[src/rtl/dlx_isa_pkg.sv]
// DLX ISA definitions shared by the instruction encoder and the control decoder.
// Bit numbering is big-endian: bit 0 is the MSB of every field.
package dlx_isa_pkg;

  typedef enum logic [1:0] {
    FMT_R   = 2'b00,
    FMT_I   = 2'b01,
    FMT_J   = 2'b10,
    FMT_FPR = 2'b11
  } fmt_e;

  localparam logic [0:5]  OP_RTYPE = 6'b000000;
  localparam logic [0:5]  OP_FPR   = 6'b000001;
  localparam logic [0:31] NOP_WORD = 32'h0000_0000;

  localparam int OPC_LO   = 0;
  localparam int OPC_HI   = 5;
  localparam int RS1_LO   = 6;
  localparam int RS1_HI   = 10;
  localparam int RS2_LO   = 11;
  localparam int RS2_HI   = 15;
  localparam int RD_LO    = 16;
  localparam int RD_HI    = 20;
  localparam int SPARE_LO = 21;
  localparam int SPARE_HI = 25;
  localparam int FUNC_LO  = 26;
  localparam int FUNC_HI  = 31;
  localparam int IRD_LO   = 11;
  localparam int IRD_HI   = 15;
  localparam int IMM16_LO = 16;
  localparam int IMM16_HI = 31;
  localparam int IMM26_LO = 6;
  localparam int IMM26_HI = 31;

  typedef enum logic [2:0] {
    ST_IDLE = 3'd0,
    ST_LOAD = 3'd1,
    ST_PAD  = 3'd2,
    ST_TERM = 3'd3,
    ST_DONE = 3'd4
  } state_e;

  // J, JAL, JR, JALR: the decoder matches the same sparse opcode pattern.
  function automatic logic is_jump(input logic [0:5] op);
    return ~op[0] & ~op[2] & ~op[3] & op[4];
  endfunction

  function automatic logic is_branch(input logic [0:5] op);
    return (op[0:4] == 5'b00010);
  endfunction

endpackage

[src/rtl/dlx_field_packer.sv]
// Combinational packing of a DLX instruction descriptor into a 32-bit word,
// plus the control-transfer flag that triggers delay-slot padding.
module dlx_field_packer
  import dlx_isa_pkg::*;
(
  input  logic [0:1]  fmt,
  input  logic [0:5]  opcode,
  input  logic [0:5]  func,
  input  logic [0:4]  rs1,
  input  logic [0:4]  rs2,
  input  logic [0:4]  rd,
  input  logic [0:25] imm,
  output logic [0:31] word,
  output logic        ctrl_xfer
);

  fmt_e fmt_s;
  assign fmt_s = fmt_e'(fmt);

  // Field placement per instruction format.
  always_comb begin
    word = NOP_WORD;
    case (fmt_s)
      FMT_R: begin
        word[OPC_LO:OPC_HI]     = OP_RTYPE;
        word[RS1_LO:RS1_HI]     = rs1;
        word[RS2_LO:RS2_HI]     = rs2;
        word[RD_LO:RD_HI]       = rd;
        word[SPARE_LO:SPARE_HI] = 5'b00000;
        word[FUNC_LO:FUNC_HI]   = func;
      end
      FMT_FPR: begin
        word[OPC_LO:OPC_HI]       = OP_FPR;
        word[RS1_LO:RS1_HI]       = rs1;
        word[RS2_LO:RS2_HI]       = rs2;
        word[RD_LO:RD_HI]         = rd;
        word[SPARE_LO:SPARE_HI]   = 5'b00000;
        word[FUNC_LO]             = 1'b0;
        word[FUNC_LO+1:FUNC_HI]   = func[1:5];
      end
      FMT_I: begin
        word[OPC_LO:OPC_HI]     = opcode;
        word[RS1_LO:RS1_HI]     = rs1;
        word[IRD_LO:IRD_HI]     = rd;
        word[IMM16_LO:IMM16_HI] = imm[10:25];
      end
      FMT_J: begin
        word[OPC_LO:OPC_HI]     = opcode;
        word[IMM26_LO:IMM26_HI] = imm;
      end
      default: word = NOP_WORD;
    endcase
  end

  assign ctrl_xfer = ((fmt_s == FMT_I) || (fmt_s == FMT_J)) &&
                     (is_jump(opcode) || is_branch(opcode));

endmodule

[src/rtl/dlx_insn_encoder.sv]
// Streams instruction descriptors into imem as packed DLX words, inserting delay-slot
// NOPs after control transfers and a zero terminator after the final instruction.
module dlx_insn_encoder
  import dlx_isa_pkg::*;
#(
  parameter int                ADDR_W     = 10,
  parameter logic [ADDR_W-1:0] BASE_ADDR  = {ADDR_W{1'b0}},
  parameter int                DELAY_NOPS = 1
) (
  input  logic              clk,
  input  logic              rst_n,
  input  logic              start,
  input  logic              in_valid,
  output logic              in_ready,
  input  logic [0:1]        in_fmt,
  input  logic [0:5]        in_opcode,
  input  logic [0:5]        in_func,
  input  logic [0:4]        in_rs1,
  input  logic [0:4]        in_rs2,
  input  logic [0:4]        in_rd,
  input  logic [0:25]       in_imm,
  input  logic              in_last,
  output logic              imem_we,
  output logic [ADDR_W-1:0] imem_addr,
  output logic [0:31]       imem_wdata,
  output logic              busy,
  output logic              done,
  output logic              overflow,
  output logic [ADDR_W:0]   word_count
);

  localparam int               PAD_W    = (DELAY_NOPS > 1) ? $clog2(DELAY_NOPS + 1) : 1;
  localparam logic [PAD_W-1:0] PAD_INIT = PAD_W'(DELAY_NOPS);
  localparam logic [PAD_W-1:0] PAD_ONE  = {{(PAD_W-1){1'b0}}, 1'b1};
  localparam logic [ADDR_W-1:0] ADDR_ONE = {{(ADDR_W-1){1'b0}}, 1'b1};
  localparam logic [ADDR_W:0]  WC_ONE   = {{ADDR_W{1'b0}}, 1'b1};
  localparam logic [ADDR_W:0]  CAPACITY = {1'b1, {ADDR_W{1'b0}}};
  localparam bit               PAD_EN   = (DELAY_NOPS > 0);

  state_e            state_r;
  logic [ADDR_W-1:0] addr_r;
  logic [ADDR_W:0]   word_count_r;
  logic              overflow_r;
  logic [PAD_W-1:0]  pad_cnt_r;
  logic              last_r;
  logic              imem_we_r;
  logic [ADDR_W-1:0] imem_addr_r;
  logic [0:31]       imem_wdata_r;
  logic [0:31]       word_s;
  logic              ctrl_s;
  logic              full_s;

  dlx_field_packer u_packer (
    .fmt       (in_fmt),
    .opcode    (in_opcode),
    .func      (in_func),
    .rs1       (in_rs1),
    .rs2       (in_rs2),
    .rd        (in_rd),
    .imm       (in_imm),
    .word      (word_s),
    .ctrl_xfer (ctrl_s)
  );

  // Capacity is tracked by count, not address, so wrapped sessions stop correctly.
  assign full_s = (word_count_r == CAPACITY);

  // Session FSM, write port registers and counters.
  always_ff @(posedge clk or negedge rst_n) begin
    if (!rst_n) begin
      state_r      <= ST_IDLE;
      addr_r       <= {ADDR_W{1'b0}};
      word_count_r <= {(ADDR_W+1){1'b0}};
      overflow_r   <= 1'b0;
      pad_cnt_r    <= {PAD_W{1'b0}};
      last_r       <= 1'b0;
      imem_we_r    <= 1'b0;
      imem_addr_r  <= {ADDR_W{1'b0}};
      imem_wdata_r <= NOP_WORD;
    end else begin
      imem_we_r <= 1'b0;
      case (state_r)
        ST_IDLE, ST_DONE: begin
          if (start) begin
            addr_r       <= BASE_ADDR;
            word_count_r <= {(ADDR_W+1){1'b0}};
            overflow_r   <= 1'b0;
            state_r      <= ST_LOAD;
          end
        end
        ST_LOAD: begin
          if (in_valid) begin
            last_r <= in_last;
            if (full_s) begin
              overflow_r <= 1'b1;
              state_r    <= ST_DONE;
            end else begin
              imem_we_r    <= 1'b1;
              imem_addr_r  <= addr_r;
              imem_wdata_r <= word_s;
              addr_r       <= addr_r + ADDR_ONE;
              word_count_r <= word_count_r + WC_ONE;
              if (PAD_EN && ctrl_s) begin
                pad_cnt_r <= PAD_INIT;
                state_r   <= ST_PAD;
              end else if (in_last) begin
                state_r <= ST_TERM;
              end
            end
          end
        end
        ST_PAD: begin
          if (full_s) begin
            overflow_r <= 1'b1;
            state_r    <= ST_DONE;
          end else begin
            imem_we_r    <= 1'b1;
            imem_addr_r  <= addr_r;
            imem_wdata_r <= NOP_WORD;
            addr_r       <= addr_r + ADDR_ONE;
            word_count_r <= word_count_r + WC_ONE;
            pad_cnt_r    <= pad_cnt_r - PAD_ONE;
            if (pad_cnt_r == PAD_ONE) begin
              state_r <= last_r ? ST_TERM : ST_LOAD;
            end
          end
        end
        ST_TERM: begin
          if (full_s) begin
            overflow_r <= 1'b1;
          end else begin
            imem_we_r    <= 1'b1;
            imem_addr_r  <= addr_r;
            imem_wdata_r <= NOP_WORD;
            addr_r       <= addr_r + ADDR_ONE;
            word_count_r <= word_count_r + WC_ONE;
          end
          state_r <= ST_DONE;
        end
        default: state_r <= ST_IDLE;
      endcase
    end
  end

  assign in_ready   = (state_r == ST_LOAD);
  assign busy       = (state_r == ST_LOAD) || (state_r == ST_PAD) || (state_r == ST_TERM);
  assign done       = (state_r == ST_DONE);
  assign overflow   = overflow_r;
  assign word_count = word_count_r;
  assign imem_we    = imem_we_r;
  assign imem_addr  = imem_addr_r;
  assign imem_wdata = imem_wdata_r;

endmodule

[config.mk]
export PLATFORM = sky130hd
export DESIGN_NAME = dlx_insn_encoder
export DESIGN_NICKNAME = d
export VERILOG_FILES = /design/src/rtl/dlx_isa_pkg.sv /design/src/rtl/dlx_field_packer.sv /design/src/rtl/dlx_insn_encoder.sv
export SDC_FILE = /design/constraint.sdc
export NUM_CORES = 1
export LEC_CHECK = 0
export ABC_AREA = 1
export CELL_PAD_IN_SITES_DETAIL_PLACEMENT = 1
export CELL_PAD_IN_SITES_GLOBAL_PLACEMENT = 1
export CORE_UTILIZATION = 26
export CTS_CLUSTER_DIAMETER = 120
export DETAILED_ROUTE_END_ITERATION = 10
export PLACE_DENSITY_LB_ADDON = 0.25
export SYNTH_ARGS = -nofsm -noshare
export SYNTH_HDL_FRONTEND = slang
export SYNTH_SLANG_ARGS = --single-unit
[constraint.sdc]
create_clock -name clk -period 1.47 [get_ports clk]
set_input_delay 0.3675 -clock clk [delete_from_list [all_inputs] [get_ports clk]]
set_output_delay 0.3675 -clock clk [all_outputs]
set_load 0.005 [all_outputs]
==> results.ini <==
[sta]
clock.fmax_ghz=0.599
tightest_slew_ns=0.413
fin_worst_skew_ns=0.00872
hold_viol_final=0
fin_crit_sh_pct=114
final.setup.worst_slack_ns=-0.200
rsz0062_at_grt=true
whs_ns=0.0424
setup_violations=72
period_needed_ns=1.67
slew_headroom_pct=72.5
slew_violations=0

[outcome]
status=complete, but fails checks
violations=setup timing

[job]
drv_cap=0

[routing]
wl_per_cell_um=16.4
dr_total_vias=4211
drc_errors=0
drtIter0Drc=161
viasPerCell=4.69
ant_nets=0
drtPass1Iterations=4
drt_wl_total_um=14800

[layout]
fin_nets=780
utilization_pct=48.1
drive_gt1_share_pct=33.7
final_cells=898
syn_to_final_growth_pct=79.3
diodes=0

[power]
pwr-share-seq_pct=24.4
clkPwrFrac_pct=19.1
leakagePower_nw=3.41
p_sw_w=0.00481
powerDensity_nw_per_um2=1770
p_int_w=0.00706
combPwrFrac_pct=56.5
swShare_pct=40.6
power_w=0.0119
max-vdd-ir-drop_mv=1.25

[die]
fp.coreArea_um2=14000
die_w_um=122
ioPinCount=118
fp.dieH_um=122
rows=43
dieArea_um2=14900
initial_utilization_pct=26.8

[synth]
synth_edf_count=0
yosys.area_share.simple_pct=31.7
yosys_warnings=0
synth_common_cells=178 x nand2_1, 70 x dfrtp_1, 50 x nand3_1, 38 x inv_1, 37 x nor2_1
synth_top_family_by_area=simple AND/OR/NAND/NOR gates
synth_nets=562
synth_cells=495
yosys.area.top_type=dfrtp_1
synthMuxAreaShare_pct=0.300
synth.most_common_cell=nand2_1
syn_avg_cell_area_um2=7.58
synthAdderAreaFrac_pct=2.34
synth_area_leaders=dfrtp_1 47%, nand2_1 18%, nand3_1 6.7%, o21ai_0 4.7%, inv_1 3.8%
synth_top_area_share_pct=46.7
synth-async-reset-ratio_pct=100
synth_seq_area_share_pct=46.7
netlist_area_um2=3750
ys.flop_type=dfrtp_1
ys_types=33
synth_compound_area_share_pct=10.4
synth-seq-cells=70
synthXorXnorAreaFrac_pct=1.40

[setup_path]
worst-endpoint-arrival_ns=1.88
crit_fanout=8
start_kind=register
crit_type=reg -> reg
crit_path_end_kind=register
crit_required_ns=1.68

[cts]
cts_hold_buffers=0
cts_buffers=9
cts-root-buf=clkbuf_16
cts_tree=done
clkTransAtPathRegs_ns=0.06
cts.sinks=70
htree_levels=3
clkLatencyLatePin_ns=0.34
clock_path_buffers=2

[placement]
gp_congestion=0.829
place_inst=840
dpl.hpwl_um=10000
port_buffers=117

[global_route]
antenna_found_initial=0
grt.overflow.total=0
grt_pass1_vias=4471
grt_pass1_wl_um=22500
grt_max_degree=71
grt.total_usage_pct=19.5

[hold_path]
hold_path_class=in -> async

==> final timing paths <==
path / start / end / slack (ns) / cells past startpoint
worst max register to register: word_count[0] / word_count[7] / -0.20 / 11
max in group asynchronous: rst_n / word_count[4] / 1.08 / 2
min in group clk: imem_wdata[28] / imem_wdata[28] / 0.47 / 2
worst min-delay path: rst_n / imem_wdata[28] / 0.04 / 2
worst min register to register: imem_wdata[28] / imem_wdata[28] / 0.47 / 2
worst max-delay path: word_count[0] / word_count[7] / -0.20 / 11
==> power by group through the flow <==
stage / Sequential (W) / Combinational (W) / Clock [W]
final: 0.00289 / 0.00671 / 0.00227
after global routing: 0.00295 / 0.00726 / 0.00239
after CTS: 0.00281 / 0.00556 / 0.00233
after detailed placement: 0.00286 / 0.00523 / 0
after global placement: 0.00283 / 0.00508 / 0
after floorplan: 0.00288 / 0.00225 / 0
==> kinds of logic after synthesis <==
| logic type | Yosys count |
|---|---|
| and+or+nand+nor | 285 |
| xor gates and xnor gates | 6 |
| DFF | 70 |
| buffers and inverters | 62 |
| adders and majority gates | 7 |
| AOI/OAI and AO/OA | 64 |
| muxes | 1 |
==> cells in the final DEF, fill, tap and decap left out, types with 9 or more instances in the layout <==
cell	count
a21oi_1	9
buf_4	72
buf_6	31
clkbuf_16	11
clkdlybuf4s50_1	56
dfrtp_1	70
dlygate4sd2_1	47
inv_1	28
inv_2	10
nand2_1	129
nand2_2	38
nand2_4	12
nand3_1	45
nor2_1	30
o21ai_1	12
o21ai_2	18
==> stage by stage <==
step | setup TNS [ns] | setup WS [ns] | instance area [um^2]
final | -10.57 | -0.200 | 6720
after global routing | -15.97 | -0.283 | 6720
after CTS | -9.80 | -0.180 | 6300
after detailed placement | -30.07 | -0.694 | 5650
after global placement | -24.65 | -0.594 | 5650
after floorplan | -5.72 | -0.144 | 3770
==> final cells by class <==
type / count / area (um^2)
Sequential cell: 70 / 1750
Tap cell: 180 / 225
Inverter: 44 / 179
Clock inverter: 7 / 80.1
Timing Repair Buffer: 225 / 2140
Multi-Input combinational cell: 363 / 2120
Clock buffer: 9 / 225
Fill cell: 1672 / 7260
==> flip-flops by register name, summed over array words and instances, names as in the netlist <==
signal,count
word_count,11
overflow,1
addr_r,10
state_r,3
pad_cnt_r,1
imem_wdata,32
last_r,1
imem_we,1
imem_addr,10
==> worst max-delay path, stage by stage, from the launching register on <==
cell and delay, ns:
dfrtp_1 0.37, inv_2 0.07, ha_4 0.16, inv_2 0.04, nor2_1 0.03, nand3_1 0.10
nor2_4 0.06, buf_6 0.13, a21oi_4 0.30, inv_4 0.12, nand2_1 0.08, nand2_1 0.07
==> routing by layer <==
| metal | GRT usage, % | part of all wire, % | wire (um) | vias to the layer above |
|---|---|---|---|---|
| met5 | 0 | 0 | 0 | - |
| met4 | 5.64 | 1.4 | 213 | 0 |
| met3 | 3.56 | 4.8 | 703 | 16 |
| met2 | 35.0 | 51 | 7580 | 102 |
| met1 | 23.6 | 42 | 6260 | 2060 |
| li1 | - | - | - | 2033 |
==> what timing repair did <==
item,CTS,global route
gates cloned,1,3
endpoints found under the setup margin,127,77
setup buffers,32,7
resized for setup,141,117
pin swaps,14,16
No activity file was read; power rests on OpenSTA's default activity.
